$ cat src/rtl/rv_ctrl_slice.sv
// Control slice of the RV32I pipeline: fetch PC incrementer, ID-stage decoder
// producing the 27-bit control bundle, and the EX/MEM control register.
module rv_ctrl_slice #(
  parameter int PC_W   = 32,
  parameter int PC_INC = 4
) (
  input  logic            clk,
  input  logic            Reset,
  input  logic [PC_W-1:0] pc_cur,
  output logic [PC_W-1:0] pc_next,
  input  logic [31:0]     instr,
  output logic [26:0]     id_ctrl,
  input  logic [26:0]     ex_ctrl,
  output logic [26:0]     mem_ctrl
);

  localparam logic [6:0] OPC_OP     = 7'b0110011;
  localparam logic [6:0] OPC_OP_IMM = 7'b0010011;
  localparam logic [6:0] OPC_LOAD   = 7'b0000011;
  localparam logic [6:0] OPC_STORE  = 7'b0100011;
  localparam logic [6:0] OPC_BRANCH = 7'b1100011;
  localparam logic [6:0] OPC_LUI    = 7'b0110111;
  localparam logic [6:0] OPC_AUIPC  = 7'b0010111;
  localparam logic [6:0] OPC_JAL    = 7'b1101111;
  localparam logic [6:0] OPC_JALR   = 7'b1100111;

  localparam logic [2:0] SRC_RS2  = 3'b000;
  localparam logic [2:0] SRC_IIMM = 3'b001;
  localparam logic [2:0] SRC_SIMM = 3'b010;
  localparam logic [2:0] SRC_UIMM = 3'b011;
  localparam logic [2:0] SRC_BIMM = 3'b100;
  localparam logic [2:0] SRC_JIMM = 3'b101;

  localparam logic [3:0] ALU_ADD   = 4'b0000;
  localparam logic [3:0] ALU_SUB   = 4'b0001;
  localparam logic [3:0] ALU_AND   = 4'b0010;
  localparam logic [3:0] ALU_OR    = 4'b0011;
  localparam logic [3:0] ALU_XOR   = 4'b0100;
  localparam logic [3:0] ALU_SLL   = 4'b0101;
  localparam logic [3:0] ALU_SRL   = 4'b0110;
  localparam logic [3:0] ALU_SRA   = 4'b0111;
  localparam logic [3:0] ALU_SLT   = 4'b1000;
  localparam logic [3:0] ALU_SLTU  = 4'b1001;
  localparam logic [3:0] ALU_PASSB = 4'b1010;

  localparam logic [PC_W-1:0] PC_STEP = PC_W'(PC_INC);

  assign pc_next = pc_cur + PC_STEP;

  logic [6:0] opcode;
  logic [2:0] funct3;
  logic       alt_bit;

  assign opcode  = instr[6:0];
  assign funct3  = instr[14:12];
  assign alt_bit = instr[30];

  logic       load_instr, rf_enable, ram_enable, ram_rw, ram_se;
  logic       jalr_flag, jal_flag, auipc_flag;
  logic [2:0] shift_imm;
  logic [3:0] alu_op;
  logic [1:0] ram_size;
  logic [3:0] alu_funct;

  // Shared funct3 -> ALU mapping; the caller decides whether instr[30] may pick SUB.
  always_comb begin
    alu_funct = ALU_ADD;
    unique case (funct3)
      3'b000: alu_funct = ALU_ADD;
      3'b001: alu_funct = ALU_SLL;
      3'b010: alu_funct = ALU_SLT;
      3'b011: alu_funct = ALU_SLTU;
      3'b100: alu_funct = ALU_XOR;
      3'b101: alu_funct = alt_bit ? ALU_SRA : ALU_SRL;
      3'b110: alu_funct = ALU_OR;
      3'b111: alu_funct = ALU_AND;
      default: alu_funct = ALU_ADD;
    endcase
  end

  always_comb begin
    load_instr = 1'b0;
    rf_enable  = 1'b0;
    ram_enable = 1'b0;
    ram_rw     = 1'b0;
    ram_se     = 1'b0;
    jalr_flag  = 1'b0;
    jal_flag   = 1'b0;
    auipc_flag = 1'b0;
    shift_imm  = SRC_RS2;
    alu_op     = ALU_ADD;
    ram_size   = 2'b00;
    unique case (opcode)
      OPC_OP: begin
        rf_enable = 1'b1;
        shift_imm = SRC_RS2;
        alu_op    = (funct3 == 3'b000 && alt_bit) ? ALU_SUB : alu_funct;
      end
      OPC_OP_IMM: begin
        rf_enable = 1'b1;
        shift_imm = SRC_IIMM;
        alu_op    = alu_funct;
      end
      OPC_LOAD: begin
        load_instr = 1'b1;
        rf_enable  = 1'b1;
        ram_enable = 1'b1;
        shift_imm  = SRC_IIMM;
        ram_size   = funct3[1:0];
        ram_se     = ~funct3[2];
      end
      OPC_STORE: begin
        ram_enable = 1'b1;
        ram_rw     = 1'b1;
        shift_imm  = SRC_SIMM;
        ram_size   = funct3[1:0];
      end
      OPC_BRANCH: begin
        shift_imm = SRC_BIMM;
        alu_op    = ALU_SUB;
      end
      OPC_LUI: begin
        rf_enable = 1'b1;
        shift_imm = SRC_UIMM;
        alu_op    = ALU_PASSB;
      end
      OPC_AUIPC: begin
        rf_enable  = 1'b1;
        auipc_flag = 1'b1;
        shift_imm  = SRC_UIMM;
      end
      OPC_JAL: begin
        rf_enable = 1'b1;
        jal_flag  = 1'b1;
        shift_imm = SRC_JIMM;
      end
      OPC_JALR: begin
        rf_enable = 1'b1;
        jalr_flag = 1'b1;
        shift_imm = SRC_IIMM;
      end
      default: ;
    endcase
  end

  // An all-zero instruction decodes as an unknown opcode with zero funct bits, giving a zero bundle.
  assign id_ctrl = {load_instr, rf_enable, ram_enable, ram_rw,
                    ram_se, jalr_flag, jal_flag, auipc_flag,
                    shift_imm, alu_op, ram_size, opcode, funct3};

  logic [26:0] mem_ctrl_d, mem_ctrl_q;

  always_comb begin
    mem_ctrl_d = ex_ctrl;
  end

  always_ff @(posedge clk or negedge Reset) begin
    if (!Reset) mem_ctrl_q <= '0;
    else        mem_ctrl_q <= mem_ctrl_d;
  end

  assign mem_ctrl = mem_ctrl_q;

endmodule

$ cat config.mk
export PLATFORM = sky130hd
export DESIGN_NAME = rv_ctrl_slice
export DESIGN_NICKNAME = d
export VERILOG_FILES = /design/src/rtl/rv_ctrl_slice.sv
export SDC_FILE = /design/constraint.sdc
export NUM_CORES = 1
export LEC_CHECK = 0
export ABC_AREA = 1
export ABC_CLOCK_PERIOD_IN_PS = 1400
export BUFFER_PORTS_ARGS = -buffer_cell sky130_fd_sc_hd__clkbuf_2
export CORE_ASPECT_RATIO = 1.5
export CORE_MARGIN = 10
export CORE_UTILIZATION = 27
export CTS_CLUSTER_SIZE = 28
export DETAILED_ROUTE_END_ITERATION = 8
export SYNTH_ARGS = -nofsm -noshare
export SYNTH_HDL_FRONTEND = slang
export SYNTH_SLANG_ARGS = --single-unit
export TNS_END_PERCENT = 50
$ cat constraint.sdc
create_clock -name clk -period 1.4 [get_ports clk]
set_input_delay 0.14 -clock clk [delete_from_list [all_inputs] [get_ports clk]]
set_output_delay 0.14 -clock clk [all_outputs]
set_load 0.03 [all_outputs]
==> impl_metrics.json <==
{
  "place_congestion": 0.9745,
  "syn_area_um2": 1934,
  "ios": 179,
  "worstPathMaxFanout": 3,
  "antenna_left": 0,
  "fin_crit_ns": 1.341,
  "synthArstFlopShare_pct": 100.0,
  "required_ns": 1.26,
  "synth_edf_count": 0,
  "grt_pass1_wl_um": 11880,
  "antennaDiodeCount": 0,
  "yosys_warnings": 0,
  "grt_pass1_vias": 2612,
  "grt_overflow": 0,
  "endpoint_kind": "output port",
  "p_leak_uw": 0.001771,
  "area_growth_pct": 67.53,
  "ys.flop_type": "dfrtp_1",
  "netlist.area_leader.share_pct": 34.93,
  "wl_per_cell_um": 13.83,
  "fmax_ghz": 0.7455,
  "dpl.hpwl_um": 6719,
  "cp.arrival_ns": 1.20,
  "cts_num_sinks": 27,
  "synth.distinct_cells": 17,
  "synthCells": 295,
  "status": "complete, no violations",
  "vias": 2472,
  "worst_pin_slew_ns": 0.6288,
  "drv_slew": 0,
  "synth_fp_nets": 389,
  "hold_viol": 0,
  "fp.dieW_um": 89.11,
  "netlist_top_cells_area": "dfrtp_1 (35%), nand2_1 (19%), nor2_1 (10%)",
  "cp-start-kind": "primary input",
  "maxCapViolations": 0,
  "synth_top_area_cell": "dfrtp_1",
  "fin_crit_sh_pct": 95.81,
  "yosysSeqAreaShare_pct": 34.93,
  "root_buffer": "clkbuf_8",
  "dp_cells": 522,
  "timing.hold.ws_ns": 0.2801,
  "netlist_top_cells_count": "nand2_1 (97), nor2_1 (54), inv_1 (30)",
  "antenna_found_initial": 0,
  "viasPerCell": 4.454,
  "vdd_drop_max_uv": 363.2,
  "grt_max_degree": 28,
  "track_usage_pct": 13.25,
  "cts_tree": "yes",
  "pwr_density_cell_nw_per_um2": 621.8,
  "fill_cells": 686,
  "largest_reg_flops": 27,
  "final_cells": 555,
  "h-tree-depth": 1,
  "die_area_um2": 11020,
  "rsz0062_at_grt": "true",
  "drc": 0,
  "first_pass_iters": 4,
  "drt_iter0_markers": 50,
  "ys_ff_latch": 27,
  "yosysMostFrequentCell": "nand2_1",
  "initial_core_util_pct": 28.04,
  "slew_headroom_pct": 58.08,
  "numCtsBuffers": 3,
  "nNetsFinal": 572,
  "drive_gt1_share_pct": 43.82,
  "io_buffers": 153,
  "crit_type": "in -> out",
  "num_rows": 37,
  "drt-total-wl_um": 7674,
  "cts.path.max_buffers": 2,
  "die_h_um": 123.7,
  "core_um2": 6898,
  "setup_viol": 0,
  "hp-class": "in -> out",
  "avgSynthCellArea_um2": 6.557
}
==> area by class of cell <==
| type | instances | area (µm²) | share of cell area (%) |
|---|---|---|---|
| multi-input cells | 218 | 1106 | 34.13 |
| flip-flops and latches | 27 | 675.6 | 20.85 |
| clock buffers | 4 | 45.04 | 1.390 |
| well taps | 78 | 97.59 | 3.012 |
| repair buffers | 198 | 1204 | 37.14 |
| inverters | 30 | 112.6 | 3.475 |
==> per-stage QoR <==
step	total power, µW	utilization (%)	instance area, µm²	setup slack (ns)	setup TNS, ns
floorplan	1242	-	1942	-0.03930	-0.03930
global placement	1524	40.23	2775	-0.09094	-0.2610
detailed placement	1528	40.23	2775	-0.1171	-0.2397
CTS	2015	45.20	3118	-0.007957	-0.007957
global route	2142	46.98	3241	-0.01653	-0.01909
finish	2015	46.98	3241	0.05860	0
==> placed cells by master (no fill, tap or decap), types with 6 or more instances in the layout <==
cell	n
clkbuf_2	140
nor2_1	43
nand2_1	95
xor2_1	8
dlygate4sd3_1	28
dfrtp_1	27
nor2_4	6
nor2_2	16
buf_4	21
inv_1	30
nand3_1	19
==> worst max-delay path, cell delays in order <==
cell	delay, ns
clkbuf_2	0.12
nand2_1	0.09
nor2_2	0.17
nand2_1	0.12
nor2_4	0.15
xor2_1	0.17
clkbuf_2	0.23
==> power by group <==
part / switching (µW) / leakage (µW) / internal, µW
clock: 209 / 0.0000228 / 203
sequential: 11.4 / 0.000315 / 818
combinational: 491 / 0.00143 / 283
total: 711 / 0.00177 / 1300
==> path summary, 6_finish.rpt <==
check	startpoint	end	slack, ns	cells after the start
min in group asynchronous	Reset	mem_ctrl[22]	0.44	2
min	pc_cur[0]	pc_next[0]	0.28	0
max in group asynchronous	Reset	mem_ctrl[12]	0.56	2
max	pc_cur[8]	pc_next[13]	0.06	7
==> routing by layer <==
metal	GRT usage (%)	vias up	wire length, µm
li1	-	1249	-
met1	12.73	1094	2656
met2	26.10	125	4049
met3	4.183	4	893
met4	2.994	0	75
met5	0	-	0
==> logic make-up (layout without fill, tap and decap cells) <==
family / after synthesis / count (layout) / share of synthesized area (%)
AND/OR/NAND/NOR: 196 / 196 / 42.50
buffers and inverters: 50 / 232 / 13.58
flip-flops: 27 / 27 / 34.93
XOR/XNOR: 15 / 15 / 6.792
AO/OA/AOI/OAI: 6 / 6 / 1.552
adder cells (fa/ha/maj): 1 / 1 / 0.6467
==> what timing repair did <==
item                       4_1_cts  5_1_grt
hold endpoints to repair        53        1
gates resized for setup          8       45
setup buffers                    0        1
pin swaps                        0        9
setup endpoints to repair       10       27
hold buffers                    27        1
Power figures use the tool's default switching activity.
